### config.mk
export PLATFORM = sky130hd
export DESIGN_NAME = mem_access_unit
export DESIGN_NICKNAME = d
export VERILOG_FILES = /design/src/rtl/mem_pkg.sv /design/src/rtl/load_store_align.sv /design/src/rtl/mem_access_unit.sv
export SDC_FILE = /design/constraint.sdc
export NUM_CORES = 1
export LEC_CHECK = 0
export CAP_MARGIN = 10
export CORE_MARGIN = 3
export CORE_UTILIZATION = 42
export CTS_BUF_LIST = sky130_fd_sc_hd__clkbuf_16
export CTS_CLUSTER_DIAMETER = 50
export DETAILED_ROUTE_END_ITERATION = 8
export PLACE_DENSITY = 0.77
export SLEW_MARGIN = 15
export SYNTH_ARGS = -nofsm -noshare
export SYNTH_HDL_FRONTEND = slang
export SYNTH_SLANG_ARGS = --single-unit
### constraint.sdc
create_clock -name clk -period 1.9 [get_ports clk]
set_clock_uncertainty 0.2 [all_clocks]
set_input_delay 0.38 -clock clk [delete_from_list [all_inputs] [get_ports clk]]
set_output_delay 0.38 -clock clk [all_outputs]
set_load 0.02 [all_outputs]
### src/rtl/mem_pkg.sv
`default_nettype none
// ============================================================================
//  Module      : mem_pkg
//  Description : Shared types and helpers for the load/store front end:
//                RV32I load/store size encodings, controller states and
//                access legality checks.
//  Revision    : 1.0 - initial release
// ============================================================================
package mem_pkg;

    // RV32I load/store funct3 encodings (size and signedness)
    typedef enum logic [2:0] {
        F3_B  = 3'd0,
        F3_H  = 3'd1,
        F3_W  = 3'd2,
        F3_BU = 3'd4,
        F3_HU = 3'd5
    } mem_funct3_t;

    // Controller states
    typedef enum logic [1:0] {
        IDLE = 2'd0,
        RD   = 2'd1,
        RD2  = 2'd2,
        WR   = 2'd3
    } mau_state_t;

    // Halfwords need an even address, words a multiple of four; bytes never fault.
    function automatic logic is_aligned(input logic [2:0] funct3, input logic [1:0] addr_lo);
        logic ok;
        case (funct3[1:0])
            2'b01:   ok = ~addr_lo[0];
            2'b10:   ok = (addr_lo == 2'b00);
            default: ok = 1'b1;
        endcase
        return ok;
    endfunction

    // Stores only have signed encodings B/H/W; loads also have BU/HU.
    function automatic logic is_legal_funct3(input logic write, input logic [2:0] funct3);
        logic ok;
        if (write) begin
            ok = (funct3 <= 3'd2);
        end else begin
            ok = (funct3 != 3'd3) && (funct3 < 3'd6);
        end
        return ok;
    endfunction

endpackage
`default_nettype wire

### src/rtl/load_store_align.sv
`default_nettype none
// ============================================================================
//  Module      : load_store_align
//  Description : Byte-lane logic: extracts and extends load data from a RAM
//                word, and merges sub-word store data into a RAM word.
//  Revision    : 1.0 - initial release
// ============================================================================
module load_store_align
    import mem_pkg::*;
(
    input  logic [31:0] i_word,
    input  logic [1:0]  i_addr_lo,
    input  logic [2:0]  i_funct3,
    input  logic [15:0] i_wdata,
    output logic [31:0] o_load_data,
    output logic [31:0] o_store_word
);

    logic [7:0]  w_byte;
    logic [15:0] w_half;

    // Select the addressed lane, then sign/zero extend according to funct3
    always_comb begin
        w_byte      = i_word[7:0];
        w_half      = i_addr_lo[1] ? i_word[31:16] : i_word[15:0];
        case (i_addr_lo)
            2'd0:    w_byte = i_word[7:0];
            2'd1:    w_byte = i_word[15:8];
            2'd2:    w_byte = i_word[23:16];
            default: w_byte = i_word[31:24];
        endcase
        o_load_data = i_word;
        case (i_funct3)
            F3_B:    o_load_data = {{24{w_byte[7]}}, w_byte};
            F3_BU:   o_load_data = {24'd0, w_byte};
            F3_H:    o_load_data = {{16{w_half[15]}}, w_half};
            F3_HU:   o_load_data = {16'd0, w_half};
            default: o_load_data = i_word;
        endcase
    end

    // Overwrite only the addressed byte/half lane of the current RAM word
    always_comb begin
        o_store_word = i_word;
        case (i_funct3[1:0])
            2'b00: begin
                case (i_addr_lo)
                    2'd0:    o_store_word[7:0]   = i_wdata[7:0];
                    2'd1:    o_store_word[15:8]  = i_wdata[7:0];
                    2'd2:    o_store_word[23:16] = i_wdata[7:0];
                    default: o_store_word[31:24] = i_wdata[7:0];
                endcase
            end
            2'b01: begin
                if (i_addr_lo[1]) begin
                    o_store_word[31:16] = i_wdata;
                end else begin
                    o_store_word[15:0] = i_wdata;
                end
            end
            default: o_store_word = i_word;
        endcase
    end

endmodule
`default_nettype wire

### src/rtl/mem_access_unit.sv
`default_nettype none
// ============================================================================
//  Module      : mem_access_unit
//  Description : RV32I load/store front end for a single-port 32-bit block
//                RAM with one-cycle read latency. Sub-word stores are done
//                as read-modify-write; bad accesses are rejected up front.
//  Revision    : 1.0 - initial release
// ============================================================================
module mem_access_unit
    import mem_pkg::*;
#(
    parameter  int L  = 256,
    localparam int AW = $clog2(L)
) (
    input  logic          clk,
    input  logic          rst_n,
    input  logic          req_valid,
    output logic          req_ready,
    input  logic          req_write,
    input  logic [2:0]    req_funct3,
    input  logic [31:0]   req_addr,
    input  logic [31:0]   req_wdata,
    output logic          resp_valid,
    output logic [31:0]   resp_rdata,
    output logic          resp_err,
    output logic [AW-1:0] ram_addr,
    output logic          ram_wr_ena,
    output logic [31:0]   ram_wr_data,
    input  logic [31:0]   ram_rd_data
);

    mau_state_t   r_state;
    mau_state_t   w_next_state;

    logic         r_write;
    logic [2:0]   r_funct3;
    logic [AW+1:0] r_addr;
    logic [15:0]  r_wdata;
    logic [31:0]  r_wr_data;

    logic         r_resp_valid;
    logic [31:0]  r_resp_rdata;
    logic         r_resp_err;

    logic         w_accept;
    logic         w_err;
    logic [31:0]  w_load_data;
    logic [31:0]  w_store_word;

    assign w_accept = req_valid & req_ready;
    assign w_err    = ~is_legal_funct3(req_write, req_funct3)
                    | ~is_aligned(req_funct3, req_addr[1:0])
                    | (req_addr[31:2] >= 30'(L));

    load_store_align u_align (
        .i_word       (ram_rd_data),
        .i_addr_lo    (r_addr[1:0]),
        .i_funct3     (r_funct3),
        .i_wdata      (r_wdata),
        .o_load_data  (w_load_data),
        .o_store_word (w_store_word)
    );

    // State register
    always_ff @(posedge clk or negedge rst_n) begin
        if (!rst_n) begin
            r_state <= IDLE;
        end else begin
            r_state <= w_next_state;
        end
    end

    // Next state and Moore outputs; full-word stores skip the read phase
    always_comb begin
        w_next_state = r_state;
        req_ready    = 1'b0;
        ram_wr_ena   = 1'b0;
        ram_addr     = '0;
        case (r_state)
            IDLE: begin
                req_ready = 1'b1;
                if (w_accept && !w_err) begin
                    w_next_state = (req_write && req_funct3 == F3_W) ? WR : RD;
                end
            end
            RD: begin
                ram_addr     = r_addr[AW+1:2];
                w_next_state = RD2;
            end
            RD2: begin
                ram_addr     = r_addr[AW+1:2];
                w_next_state = r_write ? WR : IDLE;
            end
            default: begin
                ram_addr     = r_addr[AW+1:2];
                ram_wr_ena   = 1'b1;
                w_next_state = IDLE;
            end
        endcase
    end

    // Capture the request on acceptance; build the RAM write word
    always_ff @(posedge clk or negedge rst_n) begin
        if (!rst_n) begin
            r_write   <= 1'b0;
            r_funct3  <= 3'd0;
            r_addr    <= '0;
            r_wdata   <= 16'd0;
            r_wr_data <= 32'd0;
        end else if (w_accept) begin
            r_write   <= req_write;
            r_funct3  <= req_funct3;
            r_addr    <= req_addr[AW+1:0];
            r_wdata   <= req_wdata[15:0];
            r_wr_data <= req_wdata;
        end else if (r_state == RD2 && r_write) begin
            r_wr_data <= w_store_word;
        end
    end

    // Response pulse; data and error hold until the next response
    always_ff @(posedge clk or negedge rst_n) begin
        if (!rst_n) begin
            r_resp_valid <= 1'b0;
            r_resp_rdata <= 32'd0;
            r_resp_err   <= 1'b0;
        end else begin
            r_resp_valid <= 1'b0;
            if (w_accept && w_err) begin
                r_resp_valid <= 1'b1;
                r_resp_rdata <= 32'd0;
                r_resp_err   <= 1'b1;
            end else if (r_state == RD2 && !r_write) begin
                r_resp_valid <= 1'b1;
                r_resp_rdata <= w_load_data;
                r_resp_err   <= 1'b0;
            end else if (r_state == WR) begin
                r_resp_valid <= 1'b1;
                r_resp_rdata <= 32'd0;
                r_resp_err   <= 1'b0;
            end
        end
    end

    assign resp_valid  = r_resp_valid;
    assign resp_rdata  = r_resp_rdata;
    assign resp_err    = r_resp_err;
    assign ram_wr_data = r_wr_data;

endmodule
`default_nettype wire

== After elaboration in Yosys (flattened, before gate mapping) ==
Index checks and enable logic that the tools add are counted.
Cells by class
  reduce and logical (&&, ||, !) cells: 17
  mux-type cells: 30
  bitwise gates (word level): 6
  equality and inequality tests: 14
  order comparisons: 3
Operator list (count)
  32-bit two-way mux: 5
  32-bit one-hot mux with 4 select lines: 1
  32-bit one-hot mux with 2 select lines: 1
  16-bit two-way mux: 3
  8-bit two-way mux: 5
  30-bit by 9-bit >= comparator with 1-bit output, second input constant: 1
  8-bit one-hot mux with 3 select lines: 1
  1-bit two-way mux: 9
  2-bit by 1-bit == test with 1-bit output, second input constant: 4
  2-bit == test, second input constant: 4
  2-bit logical NOT: 4
  3-bit == test, second input constant: 2
  1-bit logical AND: 6
  2-bit two-way mux: 3
  2-bit one-hot mux with 3 select lines: 1
  3-bit OR reduction: 2
  3-bit by 1-bit == test with 1-bit output, second input constant: 1
  3-bit by 2-bit == test with 1-bit output, second input constant: 1
  3-bit by 2-bit less-or-equal comparator with 1-bit output, second input constant: 1
  3-bit logical NOT: 1
  3-bit less-than comparator, second input constant: 1
  3-bit by 2-bit inequality test with 1-bit output, second input constant: 1
  1-bit NOT: 3
  3-bit nonzero test: 1
  other kinds (6): 8
Storage, ports and cells
  output and inout bits: 76
  flip-flop bits (word level): 98
  input port bits: 103

== Depth between registers and ports, before layout ==
  depth after elaboration: 10
  gate-level depth with buffers: 8
  depth with buffers taken out: 7

== Cells and area by module ==
Synthesis repeated with hierarchy kept, for this count alone.
Unflattened totals
  cells, all modules: 684
  area, all modules: 5899.4 µm²
By module, submodules not included
  mem_access_unit: cells an instance 460, times used 1, area each 4459.3 µm², sequential area each 2452.4 µm²
  load_store_align: cells an instance 224, times used 1, area each 1440.1 µm², sequential area each 0.0 µm²

== Worst setup path after synthesis ==
Ideal clock, no wire load.
  kind: in2reg
  start point: in req_addr[13]
  end point: reg r_resp_err (netlist: resp_err)
  path slack: -0.201 ns
  arrival time: 1.783 ns
  stages on the path: 6
  path buffers: 1
  path through: or4_4 > a211oi_2 > o2111ai_2 > and2_4 > buf_6 > a21o_1
Between the ends
  word-level cells in the longest chain between the ends: 4
RTL lines
  start: declaration: RTL line mem_access_unit.sv:21  | input logic [31:0] req_addr,
  30-bit by 9-bit >= comparator with 1-bit output *: RTL line mem_access_unit.sv:53  | | (req_addr[31:2] >= 30'(L));
  1-bit bitwise OR *: RTL line mem_access_unit.sv:53
  1-bit logical AND *: RTL line mem_access_unit.sv:129  | if (w_accept && w_err) begin
  3-bit nonzero test (no source line) / 1-bit two-way mux (equally long branches)
  end signal: assignment: RTL line mem_access_unit.sv:126  | r_resp_err <= 1'b0;
  end signal: assignment: RTL line mem_access_unit.sv:132  | r_resp_err <= 1'b1;
  end signal: assignment: RTL line mem_access_unit.sv:136  | r_resp_err <= 1'b0;
  end: declaration: RTL line mem_access_unit.sv:43  | logic r_resp_err;
Mark *: on every way between the ends. The rest lies on a longest branch, timed or not.
A chain may end at the register's enable or synchronous reset.

== Final worst setup path ==
  start point: in req_addr[28]
  end point: reg r_resp_rdata[29] (netlist: resp_rdata[29])
Between the ends
  word-level cells in the longest chain between the ends: 4
RTL lines
  30-bit by 9-bit >= comparator with 1-bit output *: RTL line mem_access_unit.sv:53
  1-bit bitwise OR *: RTL line mem_access_unit.sv:53
  1-bit logical AND *: RTL line mem_access_unit.sv:129
  3-bit nonzero test (no source line) / 32-bit two-way mux (equally long branches)
  end signal: assignment: RTL line mem_access_unit.sv:135  | r_resp_rdata <= w_load_data;
  end: declaration: RTL line mem_access_unit.sv:42  | logic [31:0] r_resp_rdata;
Marked as above.

==> results.yml <==
global_routing:
  grt_usage_pct: 27.4
  grt_pass1_vias: 5929
  antenna_found_initial: 0
  grt_first_pass_wirelength_microns: 30900
  overflow: 0
  grt_start_max_net_pins: 60
status:
  violations: "negative setup slack"
  status: "complete, but fails checks"
timing:
  setup_violations: 26
  setup_ws_ns: -0.0623
  hold_viol: 0
  max_slew_margin_pct: 75.6
  slew_violations: 0
  finalSetupTns_ns: -0.681
  period_share_pct: 103
  worst_pin_slew_ns: 0.356
  period_minus_slack_ns: 1.96
  rsz0062_at_grt: "yes"
  fmax_mhz: 510
pwr:
  seqPwrFrac_pct: 37.8
  p_int_mw: 4.43
  p_sw_share_pct: 32.9
  p_total_mw: 6.59
  cellLeakagePower_nw: 4.28
  p_sw_mw: 2.17
  p_per_area_nw_per_um2: 753
  power_frac_clock_pct: 26.9
  pwr-share-comb_pct: 35.3
  vdd_ir_drop_max_mv: 0.554
setup_path:
  path_class: "input port to register"
  startpoint: "req_addr[28]"
  end_kind: "register"
  crit_arrival_ns: 2.03
  r2r_start: "r_state[0]"
  cpPeakStageDelay_ns: 0.53
  cp_slowest_cell: "or4_4"
  required_ns: 1.97
  cp_max_fo: 5
  setup.worst_path.start_class: "input port"
  crit_chain: "buf_6, or4_4, a211oi_2, o2111ai_2, buf_4, and2_2, o21ai_1"
logic_synthesis:
  synth_top_family_by_area: "compound AO/OA/AOI/OAI gates"
  synthMuxAreaShare_pct: 6.38
  synth_cell_types: 57
  synthCells: 605
  post_synth.cell_area_avg_sq_um: 8.92
  synth_edf_count: 0
  synthFlopType: "dfrtp_1"
  synth_nets: 711
  synth_top_area_share_pct: 45.5
  synth-xor-area-share_pct: 0
  yosys.area.top_type: "dfrtp_1"
  synth_compound_area_share_pct: 23.5
  ys_seq_area_share_pct: 45.5
  synth.most_common_cell: "nand2_1"
  synth.area.top_cells: "dfrtp_1, nand2_1, o21ai_0"
  synthAdderAreaFrac_pct: 0.696
  synth_common_cells: "nand2_1, dfrtp_1, o21ai_0"
  synth-simple-area-share_pct: 19.2
  ys_ff_latch: 98
  syn_area_sq_um: 5400
  synthArstFlopShare_pct: 100
  ys_warn_count: 0
layout:
  fin_util_pct: 71.4
  nNetsFinal: 958
  layout-area-overhead-vs-synth_pct: 62.2
  fillers: 953
  drive_gt1_share_pct: 25.6
  antenna_cells: 0
  fin_cells: 1025
routing:
  ant_nets: 0
  routed_wl_microns: 20100
  wl_per_cell_microns: 19.6
  dr_total_vias: 5808
  drtPass1Iterations: 5
  drc: 0
  drtIter0Drc: 405
  routed_via_density: 5.67
die:
  dieArea_sq_um: 14200
  fp-row-count: 40
  core_sq_um: 12300
  io_pins: 179
  initial_core_util_pct: 44.0
  die_w_microns: 119
  fp.dieH_microns: 119
placement:
  gp_congestion: 0.958
  pre_cts_ws_ns: -0.616
  placed_cells: 991
  hpwl_microns: 14800
  port-buffer-count: 178
flow_run:
  drv_cap: 0
worst_hold_path:
  hp-class: "input port to asynchronous set/reset pin"
clocking:
  clk_path_buf_depth: 2
  insertion_delay_ns: 0.35
  path_clk_slew_ns: 0.06
  htree_levels: 3
  cts_root_buffer: "clkbuf_16"
  cts_num_sinks: 98
  tritoncts: "built"
  numCtsBuffers: 9
registers in the layout (all words and copies together) (netlist names), 2 cells and up:
name	count
r_wdata	16
r_funct3	3
resp_rdata	32
ram_wr_data	32
r_addr	10
r_state	2
what timing repair did:
item                                    in CTS  in global routing
gates resized for setup                    132                145
gates cloned                                 4                  3
pin swaps                                   13                 23
hold buffers                                 1                  0
setup buffers                                1                  9
endpoints found under the setup margin     104                103
hold endpoints to repair                    98                  0
kinds of logic after synthesis:
| family | Yosys count |
|---|---|
| compound gates | 192 |
| simple gates | 223 |
| mux | 32 |
| fa+ha+maj | 3 |
| flops | 98 |
| buf+inv | 57 |
worst max-delay path, delay by kind of cell:
kind | cells | cell delay [ns]
buf+inv | 2 | 0.30
simple gates | 2 | 0.76
compound gates | 3 | 0.60
path summary, 6_finish.rpt:
check	to	slack (ns)	cells past startpoint
max	resp_rdata[29]	-0.06	7
min	resp_rdata[26]	0.20	2
max reg2reg	resp_rdata[29]	-0.04	6
min reg2reg	ram_wr_data[17]	0.27	1
max in group asynchronous	r_addr[0]	0.78	3
min in group clk	r_addr[1]	0.23	4
power by group through the flow:
| stage | combinational [mW] | clock, mW | sequential [mW] |
|---|---|---|---|
| after floorplan | 0.900 | 0 | 2.66 |
| after global placement | 2.11 | 0 | 2.52 |
| after detailed placement | 2.16 | 0 | 2.52 |
| after CTS | 2.16 | 1.80 | 2.49 |
| after global routing | 2.49 | 1.89 | 2.52 |
| final | 2.33 | 1.77 | 2.50 |
layout by cell type, fill, tap and decap left out, drive strengths merged, types with 5 or more instances in the layout:
cell type / count
nand2b: 10
mux2i: 22
clkbuf: 12
a21o: 9
nor3b: 5
nor2b: 12
nand3: 13
o31ai: 7
o221ai: 9
o22ai: 22
and2: 7
inv: 8
dlygate4sd2: 50
nand4bb: 5
nor2: 27
nand2: 132
buf: 115
a22oi: 8
dfrtp: 98
a22o: 8
clkdlybuf4s50: 83
a311oi: 10
a2bb2oi: 7
clkinv: 7
o21ai: 66
dlymetal6s2s: 26
a211oi: 16
mux2: 9
a21oi: 21
through the flow:
step           instance area, sq um  hold slack, ns
2_1_floorplan                  5410          -0.116
3_3_place_gp                   7970         0.00177
3_5_place_dp                   7970         0.00459
4_1_cts                        8330           0.205
5_1_grt                        8750           0.204
6_report                       8750           0.199
cell type report:
cell class,count,area (sq um),area share [%]
clock buffers,9,225,2.57
clock inverters,7,60.1,0.686
multi-input cells,453,3030,34.6
inverters,10,41.3,0.472
flip-flops and latches,98,2460,28.1
repair buffers,280,2730,31.2
well taps,168,210,2.40
per-layer routing:
| metal | routed length [microns] | global-route usage [%] |
|---|---|---|
| met5 | 0 | 0 |
| met4 | 462 | 8.23 |
| met3 | 1290 | 6.17 |
| met2 | 10100 | 48.0 |
| met1 | 8220 | 33.8 |
Power figures use the tool's default switching activity.
